**src/rtl/decoder_scan_pkg.sv**
```systemverilog
// Shared encodings for the 74LS138 scan driver.
//   mode_e  : scan mode as presented on the mode input
//   state_e : scan FSM states
//   ENA_ON / ENA_OFF : {G, G2A, G2B} patterns for an enabled / disabled decoder
//   sel_wrap: one step of the select code with wrap between last and 0
package decoder_scan_pkg;

    typedef enum logic [1:0] {
        MODE_UP    = 2'b00,
        MODE_DN    = 2'b01,
        MODE_SWEEP = 2'b10,
        MODE_HOLD  = 2'b11
    } mode_e;

    typedef enum logic [1:0] {
        ST_IDLE   = 2'd0,
        ST_ACTIVE = 2'd1,
        ST_BLANK  = 2'd2
    } state_e;

    // {G, G2A, G2B}: G is active-high, G2A/G2B are active-low.
    localparam logic [2:0] ENA_ON  = 3'b100;
    localparam logic [2:0] ENA_OFF = 3'b011;

    function automatic logic [2:0] sel_wrap(input logic [2:0] sel, input logic up,
                                            input logic [2:0] last);
        if (up) begin
            return (sel == last) ? 3'd0 : sel + 3'd1;
        end
        return (sel == 3'd0) ? last : sel - 3'd1;
    endfunction

endpackage

```
**src/rtl/scan_dwell_counter.sv**
```systemverilog
// Dwell counter for the scan FSM.
//   clk   : system clock
//   rst   : synchronous active-high reset, counter to 0
//   clr   : load 0 on the next edge (wins over hold)
//   hold  : freeze the count
//   limit : terminal count value for the current dwell
//   tc    : high while the count equals limit
module scan_dwell_counter #(
    parameter int unsigned CNT_W = 16
) (
    input  logic             clk,
    input  logic             rst,
    input  logic             clr,
    input  logic             hold,
    input  logic [CNT_W-1:0] limit,
    output logic             tc
);

    logic [CNT_W-1:0] cnt_q;

    always_ff @(posedge clk) begin
        if (rst) begin
            cnt_q <= '0;
        end else if (clr) begin
            cnt_q <= '0;
        end else if (!hold) begin
            cnt_q <= cnt_q + 1'b1;
        end
    end

    assign tc = (cnt_q == limit);

endmodule

```
**src/rtl/decoder_scan_driver.sv**
```systemverilog
// Scan driver for a 74LS138 3-to-8 decoder. Steps the select code through channels with an
// ACTIVE dwell per channel and a BLANK gap (decoder disabled) between channels.
//   clk, rst         : clock, synchronous active-high reset
//   en               : run enable, low forces IDLE
//   mode             : 00 up, 01 down, 10 single sweep, 11 hold
//   start            : starts a sweep in mode 10 when idle
//   C, B, A          : registered select code, C is MSB
//   G, G2A, G2B      : registered decoder enables, asserted only in ACTIVE
//   busy             : high whenever not IDLE
//   done             : one-cycle pulse in the first IDLE cycle after a sweep
module decoder_scan_driver
    import decoder_scan_pkg::*;
#(
    parameter int unsigned TICK_DIV     = 50000,
    parameter int unsigned BLANK_CYCLES = 4,
    parameter int unsigned LAST_CH      = 7,
    parameter int unsigned CNT_W        = 16
) (
    input  logic       clk,
    input  logic       rst,
    input  logic       en,
    input  logic [1:0] mode,
    input  logic       start,
    output logic       C,
    output logic       B,
    output logic       A,
    output logic       G,
    output logic       G2A,
    output logic       G2B,
    output logic       busy,
    output logic       done
);

    localparam logic [CNT_W-1:0] ACT_LIM   = CNT_W'(TICK_DIV - 1);
    localparam logic [CNT_W-1:0] BLK_LIM   = CNT_W'((BLANK_CYCLES > 0) ? BLANK_CYCLES - 1 : 0);
    localparam logic [2:0]       LAST      = 3'(LAST_CH);
    localparam bit               HAS_BLANK = (BLANK_CYCLES > 0);

    state_e           state_q, state_d;
    mode_e            mode_q, mode_d;
    logic [2:0]       sel_q, sel_d;
    logic [2:0]       ena_q, ena_d;
    logic             busy_q, busy_d;
    logic             done_q, done_d;
    logic             tc, clr, hold, wrap;
    logic [CNT_W-1:0] limit;

    // After a channel's dwell: BLANK if blanking is configured, otherwise straight to ACTIVE.
    localparam state_e ST_AFTER = HAS_BLANK ? ST_BLANK : ST_ACTIVE;

    scan_dwell_counter #(
        .CNT_W (CNT_W)
    ) u_dwell (
        .clk   (clk),
        .rst   (rst),
        .clr   (clr),
        .hold  (hold),
        .limit (limit),
        .tc    (tc)
    );

    // State and output registers.
    always_ff @(posedge clk) begin
        if (rst) begin
            state_q <= ST_IDLE;
            mode_q  <= MODE_UP;
            sel_q   <= 3'd0;
            ena_q   <= ENA_OFF;
            busy_q  <= 1'b0;
            done_q  <= 1'b0;
        end else begin
            state_q <= state_d;
            mode_q  <= mode_d;
            sel_q   <= sel_d;
            ena_q   <= ena_d;
            busy_q  <= busy_d;
            done_q  <= done_d;
        end
    end

    // Next state, select code and counter control.
    always_comb begin
        state_d = state_q;
        mode_d  = mode_q;
        sel_d   = sel_q;
        done_d  = 1'b0;
        wrap    = 1'b0;
        limit   = (state_q == ST_BLANK) ? BLK_LIM : ACT_LIM;
        hold    = (state_q == ST_IDLE) || (state_q == ST_ACTIVE && mode_q == MODE_HOLD);

        if (!en) begin
            state_d = ST_IDLE;
        end else begin
            unique case (state_q)
                ST_IDLE: begin
                    if (mode_e'(mode) != MODE_SWEEP || start) begin
                        state_d = ST_ACTIVE;
                        mode_d  = mode_e'(mode);
                        if (mode_e'(mode) == MODE_SWEEP) begin
                            sel_d = 3'd0;
                        end
                    end
                end
                ST_ACTIVE: begin
                    if (tc && mode_q != MODE_HOLD) begin
                        wrap = 1'b1;
                        unique case (mode_q)
                            MODE_UP: begin
                                sel_d   = sel_wrap(sel_q, 1'b1, LAST);
                                state_d = ST_AFTER;
                            end
                            MODE_DN: begin
                                sel_d   = sel_wrap(sel_q, 1'b0, LAST);
                                state_d = ST_AFTER;
                            end
                            MODE_SWEEP: begin
                                if (sel_q == LAST) begin
                                    state_d = ST_IDLE;
                                    done_d  = 1'b1;
                                end else begin
                                    sel_d   = sel_q + 3'd1;
                                    state_d = ST_AFTER;
                                end
                            end
                            default: ;
                        endcase
                    end
                end
                ST_BLANK: begin
                    if (tc) begin
                        state_d = ST_ACTIVE;
                    end
                end
                default: state_d = ST_IDLE;
            endcase
        end

        // Restart the dwell on any state change, and on ACTIVE->ACTIVE when blanking is off.
        clr = (state_d != state_q) || wrap;
    end

    // Registered outputs follow the next state so they line up with the state they describe.
    always_comb begin
        ena_d  = (state_d == ST_ACTIVE) ? ENA_ON : ENA_OFF;
        busy_d = (state_d != ST_IDLE);
    end

    assign {C, B, A}     = sel_q;
    assign {G, G2A, G2B} = ena_q;
    assign busy          = busy_q;
    assign done          = done_q;

endmodule

```
**config.mk**
```make
export PLATFORM = sky130hd
export DESIGN_NAME = decoder_scan_driver
export DESIGN_NICKNAME = d
export VERILOG_FILES = /design/src/rtl/decoder_scan_pkg.sv /design/src/rtl/scan_dwell_counter.sv /design/src/rtl/decoder_scan_driver.sv
export SDC_FILE = /design/constraint.sdc
export NUM_CORES = 1
export LEC_CHECK = 0
export CORE_ASPECT_RATIO = 0.5
export CORE_UTILIZATION = 57
export CTS_CLUSTER_SIZE = 20
export DETAILED_ROUTE_END_ITERATION = 12
export PLACE_DENSITY = 0.79
export REMOVE_ABC_BUFFERS = 1
export SYNTH_ARGS = -nofsm -noshare
export SYNTH_HDL_FRONTEND = slang
export SYNTH_SLANG_ARGS = --single-unit
```
**constraint.sdc**
```tcl
create_clock -name clk -period 2.3 [get_ports clk]
set_input_delay 0.46 -clock clk [delete_from_list [all_inputs] [get_ports clk]]
set_output_delay 0.46 -clock clk [all_outputs]
set_load 0.02 [all_outputs]
```
==> results.md <==
- Core Rows: 13
- Top delay family on crit path: compound AO/OA/AOI/OAI gates
- Max-Cap Viols: 0
- Asr flop ratio synth: 0%
- Worst clock skew: approximately 0.0023 ns
- DRT Pass-1 Iters: 4
- H-tree levels: 1
- # IOs: 14
- Routed Antenna Nets: 0
- Type of origin of the critical path: flop
- Post-DP HPWL: between 2 and 3 mm
- Ys flop type: dfxtp_1
- Final period utilization: 85.9%
- Setup ws final: 0.325 ns
- Final setup viols: 0
- Initial antenna violation count: 0
- Cell mode on critical path: ha_1
- Rel. slew slack: between 50% and 60%
- Die Span Y: 40.2 um
- Initial Utilization: 62.0%
- Hold Violations, Final: 0
- CTS tree: yes
- Sequential area share after synthesis: 32.5%
- Syn_area_per_cell: 9.04 um^2
- Post-CTS Hold Buffers: 0
- Worst Tran Pin Value: 0.644 ns
- Final core occ: ~69%
- Fmax: 0.506 GHz
- Via count: 1452
- CP peak stage delay: 0.54 ns
- Pre-CTS setup slack: 0.151 ns
- Most used routing layer: met2
- Buf/Inv on CP: 0
- Reg clk slew, reported paths: 0.09 ns
- Max Slew Vio Count: 0
- Leak: 0.656 nW
- Worst skew pair latency: between 0.2 and 0.3 ns
- CTS buffer count: 3
- Arr. time, crit path: 2.20 ns
- #FFs+latches synth: 27
- Top post-synthesis cells by area: dfxtp_1 (33%), ha_1 (6.8%), xor2_1 (4.7%)
- Post-synth top area share: 32.5%
- Register area: 541 um^2
- PortBufs: 13
- RSZ-0062 raised after global routing: no
- Clk buf depth: 2
- Synth Instances: 184
- M1 GR Usage: about 30%
- Peak supply drop: 0.267 mV
- Total wire length: 3.57 mm
- First-pass GRT wire length: 5.73 mm
- Initial DRC Count: 73
- Gp weighted congestion: 0.854
- Die area: around 3200 um^2
- Post-CTS setup buffer count: 0
- Worst Hold Class: reg -> reg
- Min Tclk post-route: 1.97 ns
- Yosys Warn Count: 0
- Ratio of cells with drive above 1 in the final layout: 6.63%
- Synth cell types: 46
- EDFF count, synth: 0
- Multi-input logic area: 1040 um^2
- Aggregate global routing overflow: 0
- Root buffer cell: clkbuf_8
- Vias in the first global route: 1234
- CP Capture Type: flop
- Vias per cell: about 6.2
- Synthesized area: 1660 um^2
- Status: complete, no violations
- Setup Total Neg Slack: 0 ns
- # clock sinks: 27
- Dominant cell type by area after synthesis: dfxtp_1
- Slowest-stage cell, CP: a2111oi_0
- Chip width: 78.4 um
- Largest net degree at the start of global routing: 18
- Remaining DRCs: 0
- Core Region: 2680 um^2
- Final #Nets: 212
- Synthesis-to-layout area growth: 11.4%
- GRT Total Usage: 24.5%
- Crit path required time: 2.52 ns
- CTS resizes: 0
- WS Path Type: reg -> reg
- Avg WL per Cell: 15.3 um
- Met3 usage: roughly 4.8%
- Pwr/cell area: 457 nW/um^2
- M2 GR Usage: 46.1%
- Fill cells: 214
- Cell Chain, Critical Path: ha_1 -> ha_1 -> nand2b_1 -> a2111oi_0 -> nor3b_1 -> or3_1
- Ant. Diodes: 0
- CP Max Fanout: 6
sequential cells by signal, indices dropped and copies added (netlist names):
| register | cells |
|---|---|
| u_dwell.cnt_q | 16 |
| sel_q | 3 |
| ena_q | 2 |
| mode_q | 2 |
| state_q | 2 |
| busy | 1 |
| done | 1 |
power by group:
part            total, W  internal [W]  leakage [nW]  switching, W
Combinational  0.0000978     0.0000446         0.414     0.0000532
Sequential      0.000483      0.000475         0.219    0.00000816
Clock           0.000265      0.000124        0.0228      0.000141
Total           0.000845      0.000643         0.656      0.000202
cells in the final DEF, fill, tap and decap left out, types with 2 or more instances in the layout:
cell	count
dfxtp_1	27
nor2_1	19
clkdlybuf4s50_1	13
a21oi_1	11
or3_1	10
o21ai_0	9
xor2_1	9
ha_1	9
nand2_1	8
o211ai_1	7
inv_1	6
nand2b_1	6
and4_1	5
nand3_1	4
nor3_1	3
nor3b_1	3
o2111ai_1	3
clkbuf_8	3
buf_4	3
nor2b_1	2
a41oi_1	2
nor4_1	2
nand4_1	2
and3_1	2
and2_1	2
mux2_2	2
mux2i_1	2
a32oi_1	2
o41ai_1	2
a21o_1	2
routing by layer:
metal | wire length, um | up-vias
li1 | - | 713
met1 | 1650 | 680
met5 | 0 | -
met2 | 1680 | 49
met4 | 60 | 0
met3 | 179 | 10
synth_stat cells, drive strengths merged (2+ instances only):
cell / number
and3: 2
or3: 10
nand4: 2
clkbuf: 2
nor3: 3
buf: 6
nor2: 19
dfxtp: 27
and4: 5
ha: 9
o21ai: 9
nand2b: 6
o211ai: 7
and2: 2
inv: 6
o2111ai: 3
a21o: 2
o41ai: 2
a2111oi: 2
nor2b: 2
a21oi: 11
nand3: 4
a41oi: 2
nor3b: 3
nand2: 8
mux2i: 2
xor2: 9
a32oi: 2
mux2: 2
nor4: 3
worst min-delay path, delay by kind of cell, from the launching register on:
family,cells,cell delay [ns]
and+or+nand+nor,1,0.05
AOI/OAI and AO/OA,1,0.05
DFF,1,0.33
worst paths after layout:
kind | startpoint | to | slack [ns] | cells after the start
worst min register to register | u_dwell.cnt_q[1] | u_dwell.cnt_q[1] | 0.47 | 2
worst min-delay path | u_dwell.cnt_q[1] | u_dwell.cnt_q[1] | 0.47 | 2
worst max register to register | sel_q[0] | busy | 0.33 | 6
worst max-delay path | sel_q[0] | busy | 0.33 | 6
area by class of cell:
type	instances	area share, %
clock buffer	4	2.43
inverter	6	1.22
multi-input combinational	143	56.4
sequential	27	29.2
tap	37	2.50
timing repair buffer	16	8.24
per-stage QoR:
stage / hold slack, ns / total power [W] / area, um^2 / std cells
3_3_place_gp: 0.459 / 0.000587 / 1810 / 229
2_1_floorplan: 0.444 / 0.000551 / 1610 / 176
5_1_grt: 0.505 / 0.000884 / 1850 / 233
4_1_cts: 0.479 / 0.000855 / 1850 / 233
6_report: 0.474 / 0.000846 / 1850 / 233
3_5_place_dp: 0.466 / 0.000591 / 1810 / 229
cell families (layout without fill, tap and decap cells):
group	after synthesis	count (layout)	share of synthesized area [%]
buf+inv	14	26	4.66
compound gates	45	45	20.5
fa+ha+maj	9	9	6.77
simple gates	76	76	28.2
xor+xnor	9	9	4.74
mux	4	4	2.56
flops	27	27	32.5
No activity file was read; power rests on OpenSTA's default activity.
==> RTL edit 1: new RTL, config.mk and constraints unchanged <==
Register the inputs `en`, `mode` and `start` before use, cleared by the reset. The logic sees them one clock later.
--- a/src/rtl/decoder_scan_driver.sv
+++ b/src/rtl/decoder_scan_driver.sv
@@ -36,4 +36,20 @@
     localparam logic [2:0]       LAST      = 3'(LAST_CH);
     localparam bit               HAS_BLANK = (BLANK_CYCLES > 0);
+
+    logic en_q;
+    logic [1:0] mode_r;
+    logic start_q;
+
+    always_ff @(posedge clk) begin
+        if (rst) begin
+            en_q    <= '0;
+            mode_r  <= '0;
+            start_q <= '0;
+        end else begin
+            en_q    <= en;
+            mode_r  <= mode;
+            start_q <= start;
+        end
+    end
 
     state_e           state_q, state_d;
@@ -89,13 +105,13 @@
         hold    = (state_q == ST_IDLE) || (state_q == ST_ACTIVE && mode_q == MODE_HOLD);
 
-        if (!en) begin
+        if (!en_q) begin
             state_d = ST_IDLE;
         end else begin
             unique case (state_q)
                 ST_IDLE: begin
-                    if (mode_e'(mode) != MODE_SWEEP || start) begin
+                    if (mode_e'(mode_r) != MODE_SWEEP || start_q) begin
                         state_d = ST_ACTIVE;
-                        mode_d  = mode_e'(mode);
-                        if (mode_e'(mode) == MODE_SWEEP) begin
+                        mode_d  = mode_e'(mode_r);
+                        if (mode_e'(mode_r) == MODE_SWEEP) begin
                             sel_d = 3'd0;
                         end
Check against the original RTL: not equivalent (a bounded check fails within 4 cycles, from zero or initial values and one cycle with rst high).
==> RTL edit 1 against the unedited design <==
Synthesized cell count fell by 4.3%. Worst setup slack got worse by 0.19 ns. Cell area did not move. Power rose by 23%. Critical path depth did not move. Highest routed layer unchanged. Sequential cell count rose by 4. Synthesized area fell by 4.1%. Critical path type unchanged. Worst hold slack improved by 0.042 ns. Routed wire length fell by 11%.
==> RTL edit 1: results (changes against the unedited design) <==
* NetSw at 0.000241 W (was 0.000202 W)
* DR DRC count at 0 (unchanged)
* Placed cell areas at 0.00175 mm² (was 0.00181 mm²)
* Final worst clock skew at 0.00668 ns (was 0.00232 ns)
* Status: finished, final reports clean (unchanged)
* Leak at 0.687 nW (was 0.656 nW)
* Inst Count DP at 223 (was 229)
* Distinct cell type count after synthesis at 45 (was 46)
* FFs w/ async S/R, synth at 0% (unchanged)
* Ratio of cells with drive above 1 in the final layout at 7.69% (was 6.63%)
* Via/cell ratio at 5.61 (was 6.23)
* Synth Warn # at 0 (unchanged)
* Met2 Usage GRT at 34.8% (was 46.1%)
* Worst-skew pair later-pin latency at about 0.28 ns
* Router iterations before antenna repair at 4 (unchanged)
* # nets final at 209 (was 212)
* Largest net degree at the start of global routing at 17 (was 18)
* Met3 usage at 6.98% (was 4.77%)
* All-Layer GR Usage at 23.6% (was 24.5%)
* Max_slew headroom at 62.6% (was 57.0%)
* First DRT Iteration DRCs at 50 (was 73)
* Area delta synth->final at 16.2% (was 11.4%)
* First-pass GRT wire length at 5.19 mm (was 5.73 mm)
* Root Driver: clkbuf_8 (unchanged)
* Max rail drop VDD at 0.360 mV (was 0.267 mV)
* Hold Crit Class: register to register (unchanged)
* Vias in the first global route at 1119 (was 1234)
* Detail Placement HPWL at 2.31 mm (was 2.70 mm)
* Top post-synthesis cells by count: dfxtp_1, nor2_1, xnor2_1 (was dfxtp_1, nor2_1, a21oi_1)
* Num CTS Buffers at 5 (was 3)
* Initial antenna violation count at 0 (unchanged)
* Met1 GRT Util at 31.6% (was 29.7%)
* RePlAce Congestion at 0.773 (was 0.854)
* Top cells by area, synth: dfxtp_1, ha_1, nor2_1 (was dfxtp_1, ha_1, xor2_1)
* Critical Path AT at 2.33 ns (was 2.20 ns)
* CTS Buffer Depth at 2 (unchanged)
* Clock slew at reported path FFs at 0.07 ns (was 0.09 ns)
* Sequential area share after synthesis at 38.9% (was 32.5%)
* Avg WL per Cell at 13.7 µm (was 15.3 µm)
* H-tree depth at 2 (was 1)
* Filler cells at 218 (was 214)
* Synth Area per Inst at 9.06 µm² (was 9.04 µm²)
* Via count at 1302 (was 1452)
RTL edit 1: changes by cell type in the layout (fill, tap and decap cells not counted), sizes merged, moves of 5 or more:
cell / delta
xor2: -5
nor2b: +5
or3: -9
o21ai: -7
a21oi: -6
xnor2: +11
o211ai: -7
nor2: +8
RTL edit 1: kinds of logic after synthesis:
family,Yosys count,share of synthesized area (%)
buffers and inverters,14,4.08
AOI/OAI and AO/OA,27,14.1
and+or+nand+nor,76,25.0
DFF,31,38.9
muxes,4,2.59
xor gates and xnor gates,15,8.24
adders and majority gates,9,7.06
RTL edit 1: per-stage QoR:
step	hold WS, ns	setup WS [ns]	power (W)
floorplan	0.474	0.343	0.000606
global placement	0.499	0.191	0.000633
detailed placement	0.504	0.126	0.000636
CTS	0.519	0.105	0.00104
global route	0.553	-0.00224	0.00107
finish	0.516	0.136	0.00104
RTL edit 1: final timing paths:
check	cells past startpoint	slack (ns)	to	from
max	6	0.14	busy	u_dwell.cnt_q[0]
min reg2reg	1	0.52	sel_q[1]	sel_q[1]
min	1	0.52	sel_q[1]	sel_q[1]
max reg2reg	6	0.14	busy	u_dwell.cnt_q[0]
RTL edit 1: power by group through the flow:
stage / Sequential, W / Clock [W] / Combinational [W]
after global routing: 0.000553 / 0.000434 / 0.0000855
after CTS: 0.000553 / 0.000413 / 0.0000716
after detailed placement: 0.000565 / 0 / 0.0000711
final: 0.000552 / 0.000406 / 0.0000782
after floorplan: 0.000566 / 0 / 0.0000400
after global placement: 0.000564 / 0 / 0.0000690
RTL edit 1: worst max-delay path, stage by stage, from the launching register on:
cell	delay (ns)
dfxtp_1	0.36
ha_1	0.22
or4b_4	0.50
nor2_1	0.33
a221o_2	0.26
a211oi_2	0.08
or2_2	0.30
RTL edit 1: final cells by class:
type	instances	area share, %
sequential	31	33.5
clock buffer	7	4.12
tap	37	2.50
timing repair buffer	15	8.51
multi-input combinational	131	49.1
clock inverter	1	0.270
inverter	10	2.03
RTL edit 1: metal layers:
layer | vias to the layer above | share of wire (%)
met1 | 615 | 52
met2 | 21 | 43
met4 | 0 | 1.4
li1 | 660 | -
met5 | - | 0
met3 | 6 | 3.6
==> RTL edit 2: new RTL, same flow settings <==
Made on the original files. `CNT_W` is set to 16 in 2 places; all go to 32.
--- a/src/rtl/scan_dwell_counter.sv
+++ b/src/rtl/scan_dwell_counter.sv
@@ -7,5 +7,5 @@
 //   tc    : high while the count equals limit
 module scan_dwell_counter #(
-    parameter int unsigned CNT_W = 16
+    parameter int unsigned CNT_W = 32
 ) (
     input  logic             clk,
--- a/src/rtl/decoder_scan_driver.sv
+++ b/src/rtl/decoder_scan_driver.sv
@@ -15,5 +15,5 @@
     parameter int unsigned BLANK_CYCLES = 4,
     parameter int unsigned LAST_CH      = 7,
-    parameter int unsigned CNT_W        = 16
+    parameter int unsigned CNT_W        = 32
 ) (
     input  logic       clk,
Behaviour: same outputs for any inputs over 10 cycles, from zero or initial values and one cycle with rst high; that may be too few to reach the edited logic, so the function may still have changed.
==> RTL edit 2 against the unedited design <==
Synthesized area is 39% higher. Routed wire length is 39% higher. Sequential power up 58%. Via count increased by 38%. Power grew 67%. Utilization increased by 3.2 points. Cell area increased by 43%. Sequential cell count increased by 16. Cell count increased by 48%. Sequential share of layout area up 3.4 points. Worst setup slack worse by 0.20 ns. Clock skew up 0.0044 ns. Critical path depth shrank 1. Largest power group unchanged.
==> RTL edit 2: results (changes against the unedited design) <==
* Drt total wl at 4.96 mm (was 3.57 mm)
* Top-count cell post-synth: dfxtp_1 (unchanged)
* Largest net degree at the start of global routing at 33 (was 18)
* First-pass GRT wire length at 8.22 mm (was 5.73 mm)
* Filler cells at 285 (was 214)
* Met3 WL at 188 µm (was 179 µm)
* Slew Limit Fails at 0 (unchanged)
* Pre-CTS WS at 0.0669 ns (was 0.151 ns)
* # nets final at 308 (was 212)
* Top Metal Used: met4 (unchanged)
* Num CTS Buffers at 5 (was 3)
* Critical path startpoint category: register (unchanged)
* Tightest Pin Transition at 0.468 ns (was 0.644 ns)
* Via count at 2011 (was 1452)
* Max rail drop VDD at 0.303 mV (was 0.267 mV)
* Met2 WL at 2.32 mm (was 1.68 mm)
* Top post-synthesis cells by count: dfxtp_1, nor2_1, xnor2_1 (was dfxtp_1, nor2_1, a21oi_1)
* Final worst clock skew at 0.00674 ns (was 0.00232 ns)
* Clock slew at reported path FFs at 0.08 ns
* Ratio of cells with drive above 1 in the final layout at 8.16% (was 6.63%)
* Status: finished, final reports clean (unchanged)
* Critical Path AT at 2.35 ns (was 2.20 ns)
* H-tree depth at 2 (was 1)
* Sequential area share after synthesis at 37.2% (was 32.5%)
* N_diodes at 0 (unchanged)
* Synth Warn # at 0 (unchanged)
* First DRT Iteration DRCs at 89 (was 73)
* Max reg flops at 32 (was 16)
* Vias in the first global route at 1892 (was 1234)
* Switching share of power at 23.6% (was 23.9%)
* Hold_sp: u_dwell.cnt_q[11] (was u_dwell.cnt_q[1])
* Met1 WL at 2.40 mm (was 1.65 mm)
* Distinct cell type count after synthesis at 44 (was 46)
* All-Layer GR Usage at 25.0% (was 24.5%)
* Hold Crit Class: register to register (unchanged)
* Detail Placement HPWL at 3.44 mm (was 2.70 mm)
* Regs by FF count: u_dwell.cnt_q: 32 flops, sel_q: 3 flops (was u_dwell.cnt_q: 16 flops, sel_q: 3 flops)
* Top FF cell, synth: dfxtp_1 (unchanged)
* Leak at 0.870 nW (was 0.656 nW)
* Placed cell areas at 0.00253 mm² (was 0.00181 mm²)
* FFs w/ async S/R, synth at 0% (unchanged)
* CTS Buffer Depth at 2 (unchanged)
* FF-to-FF Start: u_dwell.cnt_q[15] (was sel_q[0])
* RePlAce Congestion at 0.857 (was 0.854)
* Critical Path Fanout Max at 5 (was 6)
* Top cells by area, synth: dfxtp_1, xnor2_1, nor2_1 (was dfxtp_1, ha_1, xor2_1)
* Worst-skew pair later-pin latency at 0.30 ns (was 0.27 ns)
-- RTL edit 2: cell types whose count changed in the layout (fill, tap and decap cells not counted), sizes merged, moves of 6 or more --
| cell | delta |
|---|---|
| dfxtp | +16 |
| inv | +7 |
| or3 | -7 |
| xnor2 | +28 |
| xor2 | -7 |
| nor4 | +17 |
| buf | +6 |
| nor3 | +8 |
| nand2 | +6 |
| nor2 | +22 |
-- RTL edit 2: power by group through the flow --
| stage | logic, W | clock network [W] | registers [W] |
|---|---|---|---|
| 4_1_cts | 0.000121 | 0.000542 | 0.000761 |
| 3_5_place_dp | 0.000118 | 0 | 0.000779 |
| 6_report | 0.000121 | 0.000532 | 0.000761 |
| 2_1_floorplan | 0.0000571 | 0 | 0.000786 |
| 5_1_grt | 0.000131 | 0.000572 | 0.000763 |
| 3_3_place_gp | 0.000114 | 0 | 0.000778 |
-- RTL edit 2: final timing paths --
path	depth (start not counted)	slack (ns)	end
setup / recovery	5	0.13	busy
hold / removal	2	0.49	u_dwell.cnt_q[11]
setup reg to reg	5	0.13	busy
hold reg to reg	2	0.49	u_dwell.cnt_q[11]
-- RTL edit 2: critical path: stages (launching register included) --
cell,delay (ns)
dfxtp_1,0.35
or4_1,0.54
and4bb_2,0.34
o211ai_2,0.14
and2_4,0.18
or4_1,0.49
-- RTL edit 2: cell families after synthesis --
kind of cell    synth area share, %
simple gates                   32.3
compound gates                 8.87
buf+inv                        4.54
fa+ha+maj                      4.87
flops                          37.2
xor+xnor                       11.4
mux                           0.865
-- RTL edit 2: layer usage --
| layer | vias to the layer above | track usage [%] |
|---|---|---|
| li1 | 1013 | - |
| met1 | 948 | 29.9 |
| met2 | 44 | 47.0 |
| met3 | 6 | 5.34 |
| met4 | 0 | 9.06 |
| met5 | - | 0 |
-- RTL edit 2: per-stage QoR --
| step | power [W] | util, % | std cells |
|---|---|---|---|
| CTS | 0.00142 | 71.9 | 345 |
| floorplan | 0.000843 | - | 264 |
| global placement | 0.000892 | 69.2 | 337 |
| finish | 0.00141 | 72.2 | 345 |
| global route | 0.00147 | 72.2 | 345 |
| detailed placement | 0.000897 | 69.2 | 337 |
-- RTL edit 2: area by class of cell --
type | count | share of cell area (%)
tap | 51 | 2.42
clock buffer | 8 | 3.79
multi-input combinational | 208 | 51.4
inverter | 13 | 1.85
timing repair buffer | 22 | 7.96
sequential | 43 | 32.6
